[config.mk]
export PLATFORM = sky130hd
export DESIGN_NAME = param_mem_ctrl
export DESIGN_NICKNAME = d
export VERILOG_FILES = /design/src/rtl/mem_pkg.sv /design/src/rtl/addr_decoder.sv /design/src/rtl/param_mem_ctrl.sv
export SDC_FILE = /design/constraint.sdc
export NUM_CORES = 1
export LEC_CHECK = 0
export ABC_AREA = 0
export CAP_MARGIN = 20
export CORE_MARGIN = 2
export CORE_UTILIZATION = 40
export CTS_CLUSTER_DIAMETER = 100
export DETAILED_ROUTE_END_ITERATION = 16
export PLACE_DENSITY = 0.65
export SETUP_SLACK_MARGIN = 0.02
export SLEW_MARGIN = 20
export SYNTH_ARGS = -nofsm -noshare
export SYNTH_HDL_FRONTEND = slang
export SYNTH_SLANG_ARGS = --single-unit
[constraint.sdc]
create_clock -name clk -period 2.7 [get_ports clk]
set_input_delay 0.54 -clock clk [delete_from_list [all_inputs] [get_ports clk]]
set_output_delay 0.54 -clock clk [all_outputs]
set_load 0.01 [all_outputs]
[src/rtl/mem_pkg.sv]
// Shared types and defaults for the parametrised memory controller.
// The parity helper exists only when PARITY_EN is defined.
package mem_pkg;

   localparam int MEM_DATA_W_DEF = 8;
   localparam int MEM_ADDR_W_DEF = 3;
   localparam int PAR_MAX_W      = 256;

   typedef enum logic [1:0] {
      CLEAR = 2'd0,
      IDLE  = 2'd1,
      SLEEP = 2'd2
   } state_e;

`ifdef PARITY_EN
   // Callers zero-extend to PAR_MAX_W; zero padding does not change parity.
   function automatic logic even_parity(input logic [PAR_MAX_W-1:0] data);
      return ^data;
   endfunction
`endif

endpackage

[src/rtl/addr_decoder.sv]
// One-hot word select for the memory array; all zeros while en is low.
module addr_decoder
   import mem_pkg::*;
#(
   parameter int ADDR_W = MEM_ADDR_W_DEF
) (
   input  logic                   en,
   input  logic [ADDR_W-1:0]      adr,
   output logic [(1<<ADDR_W)-1:0] sel
);

   always_comb begin
      sel = '0;
      if (en) begin
         sel[adr] = 1'b1;
      end
   end

endmodule

[src/rtl/param_mem_ctrl.sv]
// DEPTH x DATA_W word memory with registered read, zero-clear sweep after reset,
// sleep mode and illegal-request flag. Define PARITY_EN for per-word even parity.
//
// state | meaning
// ------+--------------------------------------------------------------
// CLEAR | writes zero to word clr_cnt each cycle, then goes to IDLE
// IDLE  | ready when sleep=0; services one read or write per cycle
// SLEEP | array untouched, contents retained, requests dropped
module param_mem_ctrl
   import mem_pkg::*;
#(
   parameter int DATA_W = MEM_DATA_W_DEF,
   parameter int ADDR_W = MEM_ADDR_W_DEF
) (
   input  logic              clk,
   input  logic              rst_n,
   input  logic              read,
   input  logic              write,
   input  logic [ADDR_W-1:0] adr,
   input  logic [DATA_W-1:0] inputs,
   input  logic              sleep,
`ifdef PARITY_EN
   input  logic              inj_par_err,
   output logic              par_err,
`endif
   output logic              ready,
   output logic [DATA_W-1:0] outputs,
   output logic              out_valid,
   output logic              err,
   output logic              err_sticky
);

   localparam int DEPTH = 1 << ADDR_W;
`ifdef PARITY_EN
   localparam int WORD_W = DATA_W + 1;
`else
   localparam int WORD_W = DATA_W;
`endif
   localparam logic [ADDR_W:0] CLR_LAST = (ADDR_W+1)'(DEPTH - 1);

   state_e            state_q, state_d;
   logic [ADDR_W:0]   clr_cnt_q, clr_cnt_d;
   logic [DATA_W-1:0] outputs_q, outputs_d;
   logic              out_valid_q, out_valid_d;
   logic              err_q, err_d;
   logic              err_sticky_q, err_sticky_d;
   logic              par_err_q, par_err_d;

   logic [WORD_W-1:0] mem_q [DEPTH];
   logic [WORD_W-1:0] wr_word;
   logic [WORD_W-1:0] rd_word;
   logic [ADDR_W-1:0] wr_adr;
   logic              wr_en;
   logic [DEPTH-1:0]  wr_sel;

   assign rd_word = mem_q[adr];
   assign ready   = (state_q == IDLE) && !sleep;

   always_comb begin
      state_d      = state_q;
      clr_cnt_d    = clr_cnt_q;
      outputs_d    = outputs_q;
      out_valid_d  = 1'b0;
      err_d        = 1'b0;
      err_sticky_d = err_sticky_q;
      par_err_d    = 1'b0;
      wr_en        = 1'b0;
      wr_adr       = adr;
`ifdef PARITY_EN
      wr_word      = {even_parity(PAR_MAX_W'(inputs)) ^ inj_par_err, inputs};
`else
      wr_word      = inputs;
`endif
      unique case (state_q)
         CLEAR: begin
            wr_en     = 1'b1;
            wr_adr    = clr_cnt_q[ADDR_W-1:0];
            wr_word   = '0;
            clr_cnt_d = clr_cnt_q + 1'b1;
            if (clr_cnt_q == CLR_LAST) begin
               state_d = IDLE;
            end
         end
         IDLE: begin
            // sleep wins over any request presented in the same cycle
            if (sleep) begin
               state_d = SLEEP;
            end else if (read && write) begin
               err_d        = 1'b1;
               err_sticky_d = 1'b1;
            end else if (write) begin
               wr_en = 1'b1;
            end else if (read) begin
               outputs_d   = rd_word[DATA_W-1:0];
               out_valid_d = 1'b1;
`ifdef PARITY_EN
               if (even_parity(PAR_MAX_W'(rd_word[DATA_W-1:0])) != rd_word[DATA_W]) begin
                  par_err_d    = 1'b1;
                  err_sticky_d = 1'b1;
               end
`endif
            end
         end
         SLEEP: begin
            if (!sleep) begin
               state_d = IDLE;
            end
         end
         default: begin
            state_d = CLEAR;
         end
      endcase
   end

   always_ff @(posedge clk or negedge rst_n) begin
      if (!rst_n) begin
         state_q      <= CLEAR;
         clr_cnt_q    <= '0;
         outputs_q    <= '0;
         out_valid_q  <= 1'b0;
         err_q        <= 1'b0;
         err_sticky_q <= 1'b0;
         par_err_q    <= 1'b0;
      end else begin
         state_q      <= state_d;
         clr_cnt_q    <= clr_cnt_d;
         outputs_q    <= outputs_d;
         out_valid_q  <= out_valid_d;
         err_q        <= err_d;
         err_sticky_q <= err_sticky_d;
         par_err_q    <= par_err_d;
      end
   end

   addr_decoder #(
      .ADDR_W (ADDR_W)
   ) u_addr_decoder (
      .en  (wr_en),
      .adr (wr_adr),
      .sel (wr_sel)
   );

   // Storage is deliberately unreset; the CLEAR sweep zeroes it.
   always_ff @(posedge clk) begin
      for (int i = 0; i < DEPTH; i++) begin
         if (wr_sel[i]) begin
            mem_q[i] <= wr_word;
         end
      end
   end

   assign outputs    = outputs_q;
   assign out_valid  = out_valid_q;
   assign err        = err_q;
   assign err_sticky = err_sticky_q;
`ifdef PARITY_EN
   assign par_err    = par_err_q;
`else
   logic unused_par;
   assign unused_par = par_err_q;
`endif

endmodule

* After elaboration in Yosys (flattened, before gate mapping)
Memory sizes are Yosys's and may differ from the RTL's. A register that Yosys moved wholly into a read port is not among the register bits.
Cells that the tools add are included.
** Cells by class
- Bitwise logic cells :: 3
- Multiplexer cells :: 58
- $add $sub $neg :: 1
- $lt $le $gt $ge :: 2
- Reductions and logical operators :: 16
- Equality and inequality tests :: 6
** Operator list (number)
- 2-to-1 mux 8 bit :: 9
- OR reduction 8 bit :: 7
- 2-to-1 mux 1 bit :: 35
- 2-to-1 mux 3 bit :: 8
- 2-to-1 mux 2 bit :: 3
- != test 2 bit, second input constant :: 3
- one-hot mux 2 bit (3 select lines) :: 1
- AND reduction 3 bit :: 2
- AND reduction 5 bit :: 1
- adder 4 x 1 -> 4 bit, second input constant :: 1
- == test 4 x 3 -> 1 bit, second input constant :: 1
- less-than comparator 3 x 4 -> 1 bit, second input constant :: 1
- demux 1 bit (select 3 bit) :: 1
- greater-or-equal comparator 3 x 1 -> 1 bit, second input constant :: 1
- logical AND 1 bit :: 3
- NOT 1 bit :: 3
- == test 2 x 1 -> 1 bit, second input constant :: 1
- == test 2 bit, second input constant :: 1
- logical NOT 1 bit :: 2
- logical NOT 2 bit :: 1
- one-hot mux 1 bit (2 select lines) :: 1
** Word-level totals
- Register bits :: 9
- Memory bits (writable) :: 64
- Input port bits :: 16
- Memories kept :: 1
- Output and inout bits :: 12
** Memory list
- mem_q :: depth 8, bits a word 8, read ports 1, clocked after Yosys merged registers in 1, write ports 1, RTL line param_mem_ctrl.sv:49 : logic [WORD_W-1:0] mem_q [DEPTH];

* Depth between registers and ports, before layout
Gate-level depths: netlist of run 1.
- Word-level depth :: 17
- Depth in mapped cells :: 5
- Gate-level depth less buffers :: 4

* By module
Synthesis of run 1 repeated with hierarchy kept, for this count alone.
** Second synthesis, totals
- Cells, all modules :: 199
- Area, all modules :: 3364.5 um^2
** Modules (own cells, without submodules)
- param_mem_ctrl :: cells an instance 191, times used 1, area each 3269.4 um^2, seq. area each 2347.3 um^2
- addr_decoder :: cells an instance 8, times used 1, area each 95.1 um^2, seq. area each 0.0 um^2

* Worst setup path before layout of run 1
No wires, ideal clock.
- Path type :: input port to flip-flop
- From :: input adr[0]
- To :: memory mem_q[3][0] (netlist name) (enable)
- Required time :: 2.330 ns
- Buffers on the path :: 2
- Stages on the path :: 5
- Path slack :: 0.573 ns
- Data arrival time :: 1.757 ns
- Path through :: buf_2 buf_4 o21ai_0 a221o_1 nor2_1
** RTL lines
- from (decl) :: RTL line param_mem_ctrl.sv:19 : input logic [ADDR_W-1:0] adr,
- 2-to-1 mux 3 bit (*) :: RTL line param_mem_ctrl.sv:74 : unique case (state_q)
- less-than comparator 3 x 4 -> 1 bit (implied by the code) or greater-or-equal comparator 3 x 1 -> 1 bit (tied branches) :: RTL line addr_decoder.sv:15 : sel[adr] = 1'b1;
- logical AND 1 bit (implied by the code) :: RTL line addr_decoder.sv:15
- 2-to-1 mux 1 bit (implied by the code) :: RTL line addr_decoder.sv:15
- demux 1 bit (select 3 bit) (*)
- 2-to-1 mux 8 bit (*) :: RTL line addr_decoder.sv:14 : if (en) begin
- named net u_addr_decoder.sel[3] :: RTL line addr_decoder.sv:9 : output logic [(1<<ADDR_W)-1:0] sel
- 2-to-1 mux 1 bit (*) :: RTL line param_mem_ctrl.sv:146 : if (wr_sel[i]) begin
- 2-to-1 mux 1 bit (implied by the code) (*) :: RTL line param_mem_ctrl.sv:147 : mem_q[i] <= wr_word;
- OR reduction 8 bit (no source line)
- 2-to-1 mux 3 bit (no source line) or 2-to-1 mux 1 bit (tied branches) (5 in series)
- to (decl) :: RTL line param_mem_ctrl.sv:49
Mark *: on every way through the listed nets, which the timed path passes. The rest lies on a longest branch.

* Worst setup path in the final report of run 1
- From :: input sleep
- To :: output ready
** On the way
- Longest elaborated chain between the ends :: 2
** RTL lines
- from (decl) :: RTL line param_mem_ctrl.sv:21 : input logic sleep,
- logical NOT 1 bit
- logical AND 1 bit :: RTL line param_mem_ctrl.sv:57 : assign ready = (state_q == IDLE) && !sleep;
- to (decl) :: RTL line param_mem_ctrl.sv:26 : output logic ready,
Every way passes these cells.

==> run summary, run 1 <==
STA puts the critical path data arrival time at 1.89 ns. The most used flip-flop cell after synthesis is sky130_fd_sc_hd__edfxtp_1. Category of the critical setup timing path: in2out. In this run the biggest area consumer among cell types represents 57.5% of the synthesized area.

The top-level I/O count is 28, and the register bit count reported by yosys is 81. For the total setup violations reported at the end of the flow, the log shows 0. The cell at the root of the clock tree was sky130_fd_sc_hd__clkbuf_8. At the later pin of the worst-skew pair, clock insertion delay measures 0.35 ns. For this design, the CTS-stage hold fixing added 0 buffers. The H-tree was split into 3 levels. The total power per unit cell area is 1050 mW/mm^2, and the first-pass iteration count of the detailed router is 4. By instance count, the cell type seen most on the critical path is sky130_fd_sc_hd__clkdlybuf4s50_1. The area growth from synthesis to layout is 21.0%. The signal on the critical path passes through clkdlybuf4s50_1 > nor3b_2 > clkdlybuf4s50_1. The worst setup path is captured at an output port.

Derived from the worst setup path, the maximum achievable clock frequency is 411 MHz. The count of buffers added by post-CTS timing repair for setup is 0, and the clock-pin slew on the worst setup and hold paths is 0.09 ns. Counting every sink on the clock net gives 81. The floorplan has 33 rows.

The worst-case setup margin in the final layout is 0.266 ns. In this run the worst hold path is classified as reg2reg. The first routing iteration left 116 violations.

For the net total in the final layout, the log shows 273. The post-cts sizing count is 0, and the worst setup skew after layout is 0.0109 ns. On the worst path, the slowest cell contributes a delay of 0.58 ns. The run gives 70.2% as the sequential fraction of the synthesis area. In the finished design, the share of the clock period the worst path needs comes to 90.1%. The number of synthesized flops with an enable pin was 64; the post-detailed-route DRC marker count was 0.

The repair_antennas step left the layout with diodes totalling 0. Routability-driven placement finished with a final weighted congestion of 0.771. In this run, distinct cell masters in the synthesized netlist total 36. The post-detailed-placement half-perimeter wirelength is 4.31 mm. Entering global routing, the biggest net connects 29 pins. The cell with the largest stage delay on the worst path is sky130_fd_sc_hd__clkdlybuf4s50_1. Dividing the synthesized area by the synthesized cell count gives 15.6 um^2. The type of origin of the critical path is an input port. The largest total area in the synthesized netlist belongs to sky130_fd_sc_hd__edfxtp_1.

The ratio of routed vias to standard cells came out at 5.10. Setup repair after global routing left no endpoint under its margin. The run finished with clean final reports. TritonCTS built the clock tree. The normalized max-slew margin is 44.6%, and the average wire length per cell after detail routing is 16.7 um. Final hold violation count: 0.

Max-cap violations in this run came to 0. Sum of negative setup slack: 0 ns. Floorplan die height: 95.4 um.

In this run, CTS created clock tree buffers numbering 9. The number of global-route vias before repair is 1,908, and the first-pass GRT wire length is 10.0 mm. IR analysis of the VDD net gives a maximum drop of 0.256 mV. At the pin with the least slew margin, the transition time is 0.828 ns. The run gives 1.48 nW as the leakage power. The run gives 0 as the number of warning messages in the yosys log. The die extent in x is 95.4 um.

The starting density of the core is 40.9%. The detail route stage leaves a number of antenna-violating nets equal to 0. Data on the critical path is required at its endpoint by 2.16 ns.

The clock passes through at most 2 buffers. The tools report the core utilization of the finished layout as 49.5%. The logs give 214 for the synthesized netlist cell count and 0 for the initial antenna violation count. The share of cells above drive strength 1 is 20.3%, and the post-synth net total is 231. Counting flops with an async set or reset pin after synthesis yields a share of 21.0%.

The final period demand of the worst path works out to 2.43 ns. The area of the die was 0.00910 mm^2. The core region is 0.00818 mm^2.

Prior to clock tree synthesis, the placed netlist has a worst setup slack of 0.242 ns. Total number of vias: 1,865. Post-synthesis instance area: 0.00334 mm^2. In this run the worst path has a maximum fanout of 5. Port buffering added 27 buffers. By area the synthesized netlist is led by sky130_fd_sc_hd__edfxtp_1 58%, sky130_fd_sc_hd__dfrtp_1 13%, sky130_fd_sc_hd__mux2_2 6.4%. The run gives 6.12 mm as the overall routed net length. The global-route total usage across every layer was 15.4%. The run gives 0 as the number of max-slew violations in the final report. The remaining global-route overflow was 0.
critical path: cells and delay by family:
family	cells	cell delay, ns
buf+inv	2	1.07
simple gates	1	0.28
routing by layer:
layer  up-vias  global-route usage (%)  routed length (um)  part of all wire [%]
met1       916                    21.7                2930                    48
met5         -                       0                   0                     0
met3         9                    3.00                 249                   4.1
met2        41                    22.9                2820                    46
met4         0                    7.86                 118                   1.9
li1        899                       -                   -                     -
synthesized netlist by cell type, types with 2 or more instances:
cell                       number
sky130_fd_sc_hd__and2_1         8
sky130_fd_sc_hd__nor2_1        12
sky130_fd_sc_hd__dfrtp_1       17
sky130_fd_sc_hd__nand2_1        3
sky130_fd_sc_hd__o31ai_1        8
sky130_fd_sc_hd__nand2b_1       2
sky130_fd_sc_hd__o22ai_1        8
sky130_fd_sc_hd__edfxtp_1      64
sky130_fd_sc_hd__mux2_2        19
sky130_fd_sc_hd__o21ai_0        9
sky130_fd_sc_hd__buf_2          3
sky130_fd_sc_hd__xnor2_1        4
sky130_fd_sc_hd__a22o_1         8
sky130_fd_sc_hd__inv_1          5
sky130_fd_sc_hd__or3b_1         2
sky130_fd_sc_hd__buf_4          2
sky130_fd_sc_hd__mux2i_1       16
sky130_fd_sc_hd__a21oi_1        3
sky130_fd_sc_hd__clkbuf_1       4
state kept, by name, indices dropped and copies added (netlist names):
signal,count
err,1
clr_cnt_q,4
out_valid,1
outputs,8
mem_q,64
state_q,2
err_sticky,1
placed cells by master (no fill, tap or decap), drive strengths merged, types with 3 or more instances in the layout:
cell,count
edfxtp,64
mux2,19
xnor2,4
nand2,3
buf,15
and2,8
o22ai,8
a22o,8
dfrtp,17
clkbuf,9
mux2i,16
a21oi,3
o21ai,9
clkdlybuf4s50,27
nor2,12
inv,7
o31ai,8
bufinv,3
path summary, 6_finish.rpt:
path	from	to	slack, ns	cells past startpoint
max in group asynchronous	rst_n	out_valid	1.52	1
hold / removal	err_sticky	err_sticky	0.47	1
setup reg to reg	state_q[0]	mem_q[3][0]	0.78	4
setup / recovery	sleep	ready	0.27	3
min in group asynchronous	rst_n	state_q[0]	0.66	1
hold reg to reg	err_sticky	err_sticky	0.47	1
layout make-up:
| class | count | area, um^2 |
|---|---|---|
| Fill cell | 713 | 4130 |
| Sequential cell | 81 | 2350 |
| Multi-Input combinational cell | 117 | 916 |
| Timing Repair Buffer | 42 | 383 |
| Tap cell | 105 | 131 |
| Clock inverter | 7 | 125 |
| Clock buffer | 9 | 124 |
| Inverter | 5 | 18.8 |
per-stage QoR:
stage	total power [mW]	std cells	instance area [um^2]	hold slack [ns]
floorplan	2.74	214	3340	0.244
global placement	3.18	350	3800	0.451
detailed placement	3.21	350	3800	0.460
CTS	4.28	366	4050	0.480
global route	4.49	366	4050	0.500
finish	4.23	366	4050	0.474
kinds of logic (layout without fill, tap and decap cells):
group / after synthesis / count (layout) / share of synthesized area, %
DFF: 81 / 81 / 70.2
AOI/OAI and AO/OA: 39 / 39 / 7.97
and+or+nand+nor: 38 / 38 / 6.81
muxes: 35 / 35 / 11.2
buffers and inverters: 16 / 63 / 2.36
xor gates and xnor gates: 4 / 4 / 1.05
adders and majority gates: 1 / 1 / 0.374
where the power goes:
group / internal, mW / leakage (nW) / switching, mW
sequential: 1.89 / 0.814 / 0.173
clock: 0.624 / 0.124 / 0.444
combinational: 0.517 / 0.546 / 0.581
total: 3.04 / 1.48 / 1.20
Note: power is estimated with default switching activity, not from simulation.
==> run 2: changes to the inputs <==
--- a/config.mk
+++ b/config.mk
@@ -11,7 +11,7 @@
 export CORE_UTILIZATION = 40
 export CTS_CLUSTER_DIAMETER = 100
 export DETAILED_ROUTE_END_ITERATION = 16
-export PLACE_DENSITY = 0.65
+export PLACE_DENSITY = 0.67
 export SETUP_SLACK_MARGIN = 0.02
 export SLEW_MARGIN = 20
 export SYNTH_ARGS = -nofsm -noshare
==> constraint.sdc (replaced) <==
create_clock -name clk -period 2.11 [get_ports clk]
set_input_delay 0.422 -clock clk [delete_from_list [all_inputs] [get_ports clk]]
set_output_delay 0.422 -clock clk [all_outputs]
set_load 0.01 [all_outputs]
==> run summary, run 2 (same netlist as run 1, synthesis figures left out) <==
The run finished with clean final reports. The tools report the depth of the CTS H-tree as 3. For the antenna diode count, the log shows 0. The signal on the critical path passes through or3b_1 > a221o_1 > nor2_1 > buf_4.

The required time at the worst-slack endpoint came out at 2.16 ns. Counting the fill cells in the layout gives 729. STA puts the critical path data arrival time at 2.05 ns. Of the cells placed in the final design, the portion with a size suffix greater than 1 is 21.3%.

28 I/O pins were placed. The first global-routing pass estimated 10.8 mm of wire. After detailed routing, the number of vias per cell comes to 5.18.

Setup repair after global routing left no endpoint under its margin. The clock-pin slew on the worst setup and hold paths was 0.08 ns. Source of the worst register-to-register timing path: state_q[0]. The tree is rooted in a sky130_fd_sc_hd__clkbuf_8. The die is 95.4 um tall. Global routing used 16.7% of the available tracks. The tools report the critical path capture point type as a flop. For the clock latency of the later-clocked register in the worst-skew pair, the log shows 0.35 ns.

For the initial antenna violation count, the log shows 0. The tools report the maximum clock frequency as 501 MHz. Worst reg2reg path endpoint: mem_q[3][4]. The die extent in x was 95.4 um.

The tool flagged a number of max-cap violations equal to 0. Setup violations remaining at the end of the flow were counted as 0. After the first detailed-routing iteration, the DRC count stood at 122. The number of flip-flops in the largest register works out to 64. Final hold violation count: 0.

The area growth from synthesis to layout came out at 21.3%. The leakage power is 1.50 nW, and the area of the die is 0.00910 mm^2. The total power per unit cell area is 1320 mW/mm^2. The number of clock buffers added by TritonCTS is 9. The first-pass iteration count of the detailed router was 4; the worst-case reg-to-reg path depth was 4. After the last flow step, the layout net total stands at 279.

The type of origin of the critical path is a flop. The tightest hold path in the finished design has a slack of 0.407 ns. After global routing the overflow that remains totals 0. The final period demand of the worst path is 2.00 ns, and the worst-case clock buffer depth is 2. The count of nets left with antenna violations once routing finished came out at 0. The slack of the worst reg-to-reg path was 0.11 ns. Number of max-slew violations in the final report: 0.

TritonCTS built the clock tree. VDD sags by at most 0.560 mV. The worst-margin pin slew works out to 0.513 ns. Startpoint of the most critical setup path: state_q[0]. The initial utilization of the core area, before any placement, comes to 40.9%. The tools report the number of core rows as 33. The logs give 1,927 for the total number of vias and 0.807 for the global placement routability congestion.

The clock net sink count came out at 81. mem_q holds more flip-flops than any other register. The post-detailed-route DRC marker count is 0. Leaving out fill and tap cells, the most frequent cells in the layout are 64 x sky130_fd_sc_hd__edfxtp_1, 26 x sky130_fd_sc_hd__clkdlybuf4s50_1, 21 x sky130_fd_sc_hd__buf_4. The maximum fanout along the worst path was 12. The slowest stage of the critical path belongs to the cell sky130_fd_sc_hd__dfrtp_1.

Prior to clock tree synthesis, the placed netlist has a worst setup slack of -0.208 ns. The library cell used most frequently in the layout, excluding fill and tap cells, is sky130_fd_sc_hd__edfxtp_1. The tools report the worst setup skew after layout as 0.0116 ns.

In the final timing run, aggregate negative setup slack is 0 ns. The number of global-route vias before repair came out at 2,072. The average wire length per cell after detail routing works out to 18.4 um. Entering global routing, the biggest net connects 18 pins.

The sum of internal, switching and leakage power is 5.35 mW. The worst pin sits at a relative slew slack of 65.8%. During placement, the flow inserted port buffers numbering 27. The floorplan step defined a core boundary enclosing 0.00818 mm^2.

The final layout contains routed wiring with a total length of 6.84 mm. The share of the clock period used by the worst path is 94.7%. The critical path is of the reg2reg type.

In this run the worst hold path is classified as in2async. The HPWL after detailed placement is 5.00 mm. The largest stage delay on the critical path came out at 0.52 ns. Once routing completed, OpenROAD measured the worst setup slack at 0.113 ns.
-- run 2: worst max path at each step --
stage | end | slack [ns] | depth (start not counted)
2_1_floorplan | mem_q[3][0] | 0.10 | 5
3_3_place_gp | mem_q[3][1] | -0.18 | 5
3_5_place_dp | mem_q[3][7] | -0.21 | 5
4_1_cts | mem_q[3][4] | 0.12 | 4
5_1_grt | mem_q[3][2] | 0.06 | 4
6_report | mem_q[3][4] | 0.11 | 4
-- run 2: metal layers --
| metal | vias to the layer above | track usage, % | wire [um] |
|---|---|---|---|
| met1 | 958 | 21.2 | 2930 |
| met5 | - | 0 | 0 |
| met3 | 11 | 4.66 | 294 |
| li1 | 912 | - | - |
| met4 | 0 | 5.71 | 105 |
| met2 | 46 | 27.8 | 3510 |
-- run 2: final cells by class --
| class | count | area (um^2) | share of cell area (%) |
|---|---|---|---|
| clock buffer | 12 | 135 | 3.33 |
| tap | 105 | 131 | 3.24 |
| inverter | 5 | 18.8 | 0.463 |
| multi-input combinational | 117 | 916 | 22.6 |
| timing repair buffer | 48 | 427 | 10.5 |
| clock inverter | 4 | 77.6 | 1.91 |
| sequential | 81 | 2350 | 57.9 |
-- run 2: timing repair --
item / in CTS / in global routing
hold buffers: 0 / 0
setup buffers: 0 / 0
resized for setup: 2 / 0
endpoints found under the setup margin: 1 / 0
-- run 2: where the power goes --
group / switching, mW / internal, mW / total, mW
Sequential: 0.238 / 2.43 / 2.67
Combinational: 0.807 / 0.678 / 1.48
Clock: 0.527 / 0.672 / 1.20
-- run 2: critical path: cells and delay by family, from the launching register on --
kind	cells	cell delay, ns
compound gates	1	0.40
buf+inv	1	0.18
flops	1	0.52
simple gates	2	0.60
-- run 2: metrics by stage --
stage	util, %	area [um^2]	instances
finish	49.6	4050	372
global route	49.6	4050	372
CTS	49.6	4050	372
detailed placement	47.0	3840	356
global placement	47.0	3840	356
floorplan	-	3340	214
==> run 3: changes to the inputs <==
--- a/config.mk
+++ b/config.mk
@@ -12,7 +12,6 @@
 export CTS_CLUSTER_DIAMETER = 100
 export DETAILED_ROUTE_END_ITERATION = 16
 export PLACE_DENSITY = 0.67
-export SETUP_SLACK_MARGIN = 0.02
 export SLEW_MARGIN = 20
 export SYNTH_ARGS = -nofsm -noshare
 export SYNTH_HDL_FRONTEND = slang
==> results of run 3 <==
Same layout as run 2: the final DEF is identical, and so are final timing and power.
